### config.mk
export PLATFORM = sky130hd
export DESIGN_NAME = uart_tx_fsm
export DESIGN_NICKNAME = d
export VERILOG_FILES = /design/src/rtl/uart_tx_pkg.sv /design/src/rtl/parity_calc.sv /design/src/rtl/uart_tx_fsm.sv
export SDC_FILE = /design/constraint.sdc
export NUM_CORES = 1
export LEC_CHECK = 0
export ABC_AREA = 1
export CORE_AREA = 2 2 39 41
export DETAILED_ROUTE_END_ITERATION = 10
export DIE_AREA = 0 0 41 43
export PLACE_DENSITY_LB_ADDON = 0.3
export SLEW_MARGIN = 0
export SYNTH_ARGS = -nofsm -noshare
export SYNTH_HDL_FRONTEND = slang
export SYNTH_HIERARCHICAL = 1
export SYNTH_SLANG_ARGS = --single-unit
### constraint.sdc
create_clock -name CLK -period 3.29 [get_ports CLK]
set_input_delay 0.329 -clock CLK [delete_from_list [all_inputs] [get_ports CLK]]
set_output_delay 0.329 -clock CLK [all_outputs]
set_load 0.01 [all_outputs]
### src/rtl/uart_tx_pkg.sv
// Shared state encoding and line-level constants for the UART transmit FSM.
package uart_tx_pkg;

   typedef enum logic [2:0] {
      IDLE   = 3'd0,
      START  = 3'd1,
      DATA   = 3'd2,
      PARITY = 3'd3,
      STOP   = 3'd4
   } tx_state_t;

   localparam logic LINE_IDLE  = 1'b1;
   localparam logic LINE_START = 1'b0;
   localparam logic LINE_STOP  = 1'b1;

endpackage

### src/rtl/parity_calc.sv
// Parity bit generator: XOR of the data word, inverted for odd parity.
module parity_calc #(
   parameter int DATA_WIDTH = 8
) (
   input  logic [DATA_WIDTH-1:0] data,
   input  logic                  par_typ,
   output logic                  parity
);

   assign parity = (^data) ^ par_typ;

endmodule

### src/rtl/uart_tx_fsm.sv
// UART transmit sequencer driving an external serializer, one bit per CLK.
// Optional parity bit enabled with macro UART_TX_PARITY_EN.
//
// state  | meaning
// IDLE   | line high, waiting for Data_Valid
// START  | start bit (low), first serializer shift
// DATA   | DATA_WIDTH data bits taken from Ser_Data, LSB first
// PARITY | parity bit of the captured word
// STOP   | stop bit (high), then back to IDLE
module uart_tx_fsm
   import uart_tx_pkg::*;
#(
   parameter int DATA_WIDTH = 8
) (
   input  logic                  CLK,
   input  logic                  RST,
   input  logic [DATA_WIDTH-1:0] P_DATA,
   input  logic                  Data_Valid,
   input  logic                  PAR_EN,
   input  logic                  PAR_TYP,
   input  logic                  Ser_Data,
   output logic                  Ser_En,
   output logic                  Ser_Send,
   output logic                  TX_OUT,
   output logic                  Busy
);

   localparam int CNT_W = (DATA_WIDTH > 1) ? $clog2(DATA_WIDTH) : 1;
   localparam logic [CNT_W-1:0] LAST_CNT = CNT_W'(DATA_WIDTH - 1);

   tx_state_t             state;
   logic [CNT_W-1:0]      bit_cnt;
   logic [DATA_WIDTH-1:0] data_q;

`ifdef UART_TX_PARITY_EN
   logic par_en_q;
   logic par_typ_q;
   logic parity_bit;

   parity_calc #(.DATA_WIDTH(DATA_WIDTH)) u_parity_calc (
      .data    (data_q),
      .par_typ (par_typ_q),
      .parity  (parity_bit)
   );
`else
   // Parity inputs and the captured word have no consumer in this build.
   logic unused_cfg;
   assign unused_cfg = ^{data_q, PAR_EN, PAR_TYP};
`endif

   always_ff @(posedge CLK or posedge RST) begin
      if (RST) begin
         state    <= IDLE;
         bit_cnt  <= '0;
         data_q   <= '0;
         Busy     <= 1'b0;
         Ser_Send <= 1'b0;
`ifdef UART_TX_PARITY_EN
         par_en_q  <= 1'b0;
         par_typ_q <= 1'b0;
`endif
      end else begin
         case (state)
            IDLE: begin
               if (Data_Valid) begin
                  data_q   <= P_DATA;
`ifdef UART_TX_PARITY_EN
                  par_en_q  <= PAR_EN;
                  par_typ_q <= PAR_TYP;
`endif
                  state    <= START;
                  Busy     <= 1'b1;
                  Ser_Send <= 1'b1;
               end
            end
            START: begin
               bit_cnt  <= '0;
               state    <= DATA;
               Ser_Send <= (LAST_CNT != '0);
            end
            DATA: begin
               if (bit_cnt == LAST_CNT) begin
                  Ser_Send <= 1'b0;
`ifdef UART_TX_PARITY_EN
                  state    <= par_en_q ? PARITY : STOP;
`else
                  state    <= STOP;
`endif
               end else begin
                  bit_cnt  <= bit_cnt + 1'b1;
                  // Drop the shift strobe one cycle early: the last bit is already on Ser_Data.
                  Ser_Send <= (bit_cnt != LAST_CNT - 1'b1);
               end
            end
`ifdef UART_TX_PARITY_EN
            PARITY: begin
               state <= STOP;
            end
`endif
            STOP: begin
               state <= IDLE;
               Busy  <= 1'b0;
            end
            default: begin
               state    <= IDLE;
               Busy     <= 1'b0;
               Ser_Send <= 1'b0;
            end
         endcase
      end
   end

   // Gated by RST so a request held during reset never strobes the serializer.
   assign Ser_En = (state == IDLE) && Data_Valid && !RST;

   always_comb begin
      TX_OUT = LINE_IDLE;
      case (state)
         IDLE:   TX_OUT = LINE_IDLE;
         START:  TX_OUT = LINE_START;
         DATA:   TX_OUT = Ser_Data;
`ifdef UART_TX_PARITY_EN
         PARITY: TX_OUT = parity_bit;
`endif
         STOP:   TX_OUT = LINE_STOP;
         default: TX_OUT = LINE_IDLE;
      endcase
   end

endmodule

==> results by group <==
Critical path
  • CP max FO: 4
  • CP arrival: 1.67 ns
  • Crit path kind: flop to output pin
  • Startpoint Class: flop
  • WP data required: 2.96 ns
  • Setup crit end kind: output pin

STA
  • Setup tns final: 0 ns
  • Tmin final: 2.001 ns
  • Skew final: 0.004511 ns
  • RSZ-0062 raised after global routing: no
  • Slew Limit Fails: 0
  • Hold Violations, Final: 0
  • Final setup violation count: 0
  • Fmax: 499.8 MHz
  • Worst slew pin tran: 0.3414 ns
  • Post-route clock period utilization: 0.6081
  • Slew HR: 0.7721

Die
  • DIE HEIGHT: 43 um
  • Cell Rows: 14
  • Starting Density: 0.3128
  • Die Wd: 41 um
  • Ports: 18
  • Core area: 1384 um^2
  • Full die area: 1763 um^2

Synth
  • Synth warn: 6
  • Cells after synthesis: 56
  • Seq cells post-synth: 8
  • Syn Nets: 73
  • Sequential fraction of the synthesis area: 0.4624
  • Mapped cell area: 432.9 um^2
  • Synth Area per Inst: 7.731 um^2
  • Distinct cells, synth: 11

Route
  • Routed Antenna Nets: 0
  • Drt first pass iters: 4
  • Total number of vias: 373
  • DR WL/cell: 10.43 um
  • Post-Route WL: 855 um
  • Drt via density: 4.549
  • DRC Markers: 0
  • Starting DRT DRC Count: 10

Cells and area
  • # diodes: 0
  • Share of post-route cells with drive strength above 1: 0.09091
  • Area Overhead vs Synth: 26.01%
  • Nets: 85
  • Fillers: 137

Placed design
  • Post-DP HPWL: 652.1 um
  • RD Place Congestion: 0.7899
  • # port buffers: 7

Run status
  • Status: complete, no violations

Global route
  • Largest net degree at the start of global routing: 9
  • First-pass GRT wire length: 1352 um
  • Vias in the first global route: 341
  • GR Overflow Total: 0
  • Antenna violations before repair: 0
  • GRT Overall Usage: 0.1202

Flow run
  • Max Cap Violations: 0

Power and ir drop
  • Pleak: 0.0002854 uW
  • Worst vdd ir: 0.0002910 V
  • PwrDens: 782.0 nW/um^2
  • Design Power: 426.6 uW

Clocking
  • Setup Fix Bufs, Post-CTS: 0
  • H-tree depth: 1
  • Clock slew at reported path FFs: 0.06 ns
  • Clock buffer depth: 2
  • Clock Tree Root: clkbuf_4
  • CTS sink cnt: 8
  • Hold Buf Count CTS: 0
  • CTS tree: done
  • Clock Latency Late Sink: 0.26 ns
  • Clock buffer count from CTS: 3
  • CTS resizes: 0

Worst hold path
  • Hold Path Class: primary input to async pin
==> cells in the final DEF (no fill, tap or decap) <==
cell type | Yosys | final
nand2_1 | 13 | 13
nor2_1 | 11 | 11
dfrtp_1 | 8 | 8
inv_1 | 8 | 8
clkdlybuf4s50_1 | 0 | 7
nand3_1 | 6 | 6
ha_1 | 3 | 3
clkbuf_4 | 0 | 3
nand2_2 | 2 | 2
a21oi_1 | 2 | 2
nand3_2 | 1 | 1
o21a_1 | 1 | 1
nor3_1 | 1 | 1
==> where the power goes <==
part	internal, uW	total [uW]	switching [uW]
clock	42.0	79.5	37.5
sequential	131	157	26.5
combinational	83.0	190	107
total	256	427	171
==> final timing paths <==
check | start | to | slack (ns) | cells past startpoint
min in group CLK | Busy$_DFFE_PP0P_ | Busy$_DFFE_PP0P_ | 0.49 | 2
hold / removal | RST | Busy$_DFFE_PP0P_ | 0.35 | 2
max in group asynchronous | RST | state[2]$_DFFE_PP0P_ | 2.68 | 2
hold reg to reg | Busy$_DFFE_PP0P_ | Busy$_DFFE_PP0P_ | 0.49 | 2
setup reg to reg | bit_cnt[0]$_DFFE_PP0P_ | bit_cnt[2]$_DFFE_PP0P_ | 2.00 | 7
setup / recovery | state[0]$_DFFE_PP0P_ | Ser_En | 1.29 | 4
==> registers in the layout (all words and copies together) (netlist names) <==
register  cells
bit_cnt       3
state         3
Busy          1
Ser_Send      1
==> metrics by stage <==
step | util | hold slack [ns] | setup WS [ns] | instances | instance area [um^2]
detailed placement | 0.3779 | 0.4774 | 1.348 | 79 | 523.0
finish | 0.3942 | 0.3544 | 1.289 | 82 | 545.5
global route | 0.3942 | 0.4147 | 1.186 | 82 | 545.5
floorplan | - | 0.1447 | 2.110 | 56 | 432.9
global placement | 0.3779 | 0.4620 | 1.342 | 79 | 523.0
CTS | 0.3942 | 0.3645 | 1.267 | 82 | 545.5
==> cell families after synthesis <==
logic type / count (synthesis) / share of synthesized area
AND/OR/NAND/NOR: 34 / 0.3410
buffers and inverters: 8 / 0.06937
flip-flops: 8 / 0.4624
AO/OA/AOI/OAI: 3 / 0.04047
adder cells (fa/ha/maj): 3 / 0.08671
==> cell usage after synthesis <==
library cell	count	share of area
nand2_1	13	0.11
nor2_1	11	0.095
dfrtp_1	8	0.46
inv_1	8	0.069
nand3_1	6	0.069
ha_1	3	0.087
a21oi_1	2	0.023
nand2_2	2	0.029
nand3_2	1	0.023
nor3_1	1	0.012
o21a_1	1	0.017
==> layer usage <==
layer  GRT usage  wire length, um
met1      0.1410              380
met2      0.1594              381
met3     0.03665               51
met4      0.1200               42
met5           0                0
==> layout make-up <==
| class | count | area, um^2 | area share |
|---|---|---|---|
| multi-input combinational | 40 | 202.7 | 0.3716 |
| inverter | 8 | 30.03 | 0.05505 |
| sequential | 8 | 200.2 | 0.3670 |
| tap | 16 | 20.02 | 0.03670 |
| clock buffer | 3 | 22.52 | 0.04128 |
| timing repair buffer | 7 | 70.07 | 0.1284 |
==> critical path, stage by stage (launching register included) <==
cell             delay [ns]
dfrtp_1                0.41
nor2_1                 0.19
nand3_1                0.15
nor2_1                 0.11
clkdlybuf4s50_1        0.54
Note: power is estimated with default switching activity, not from simulation.
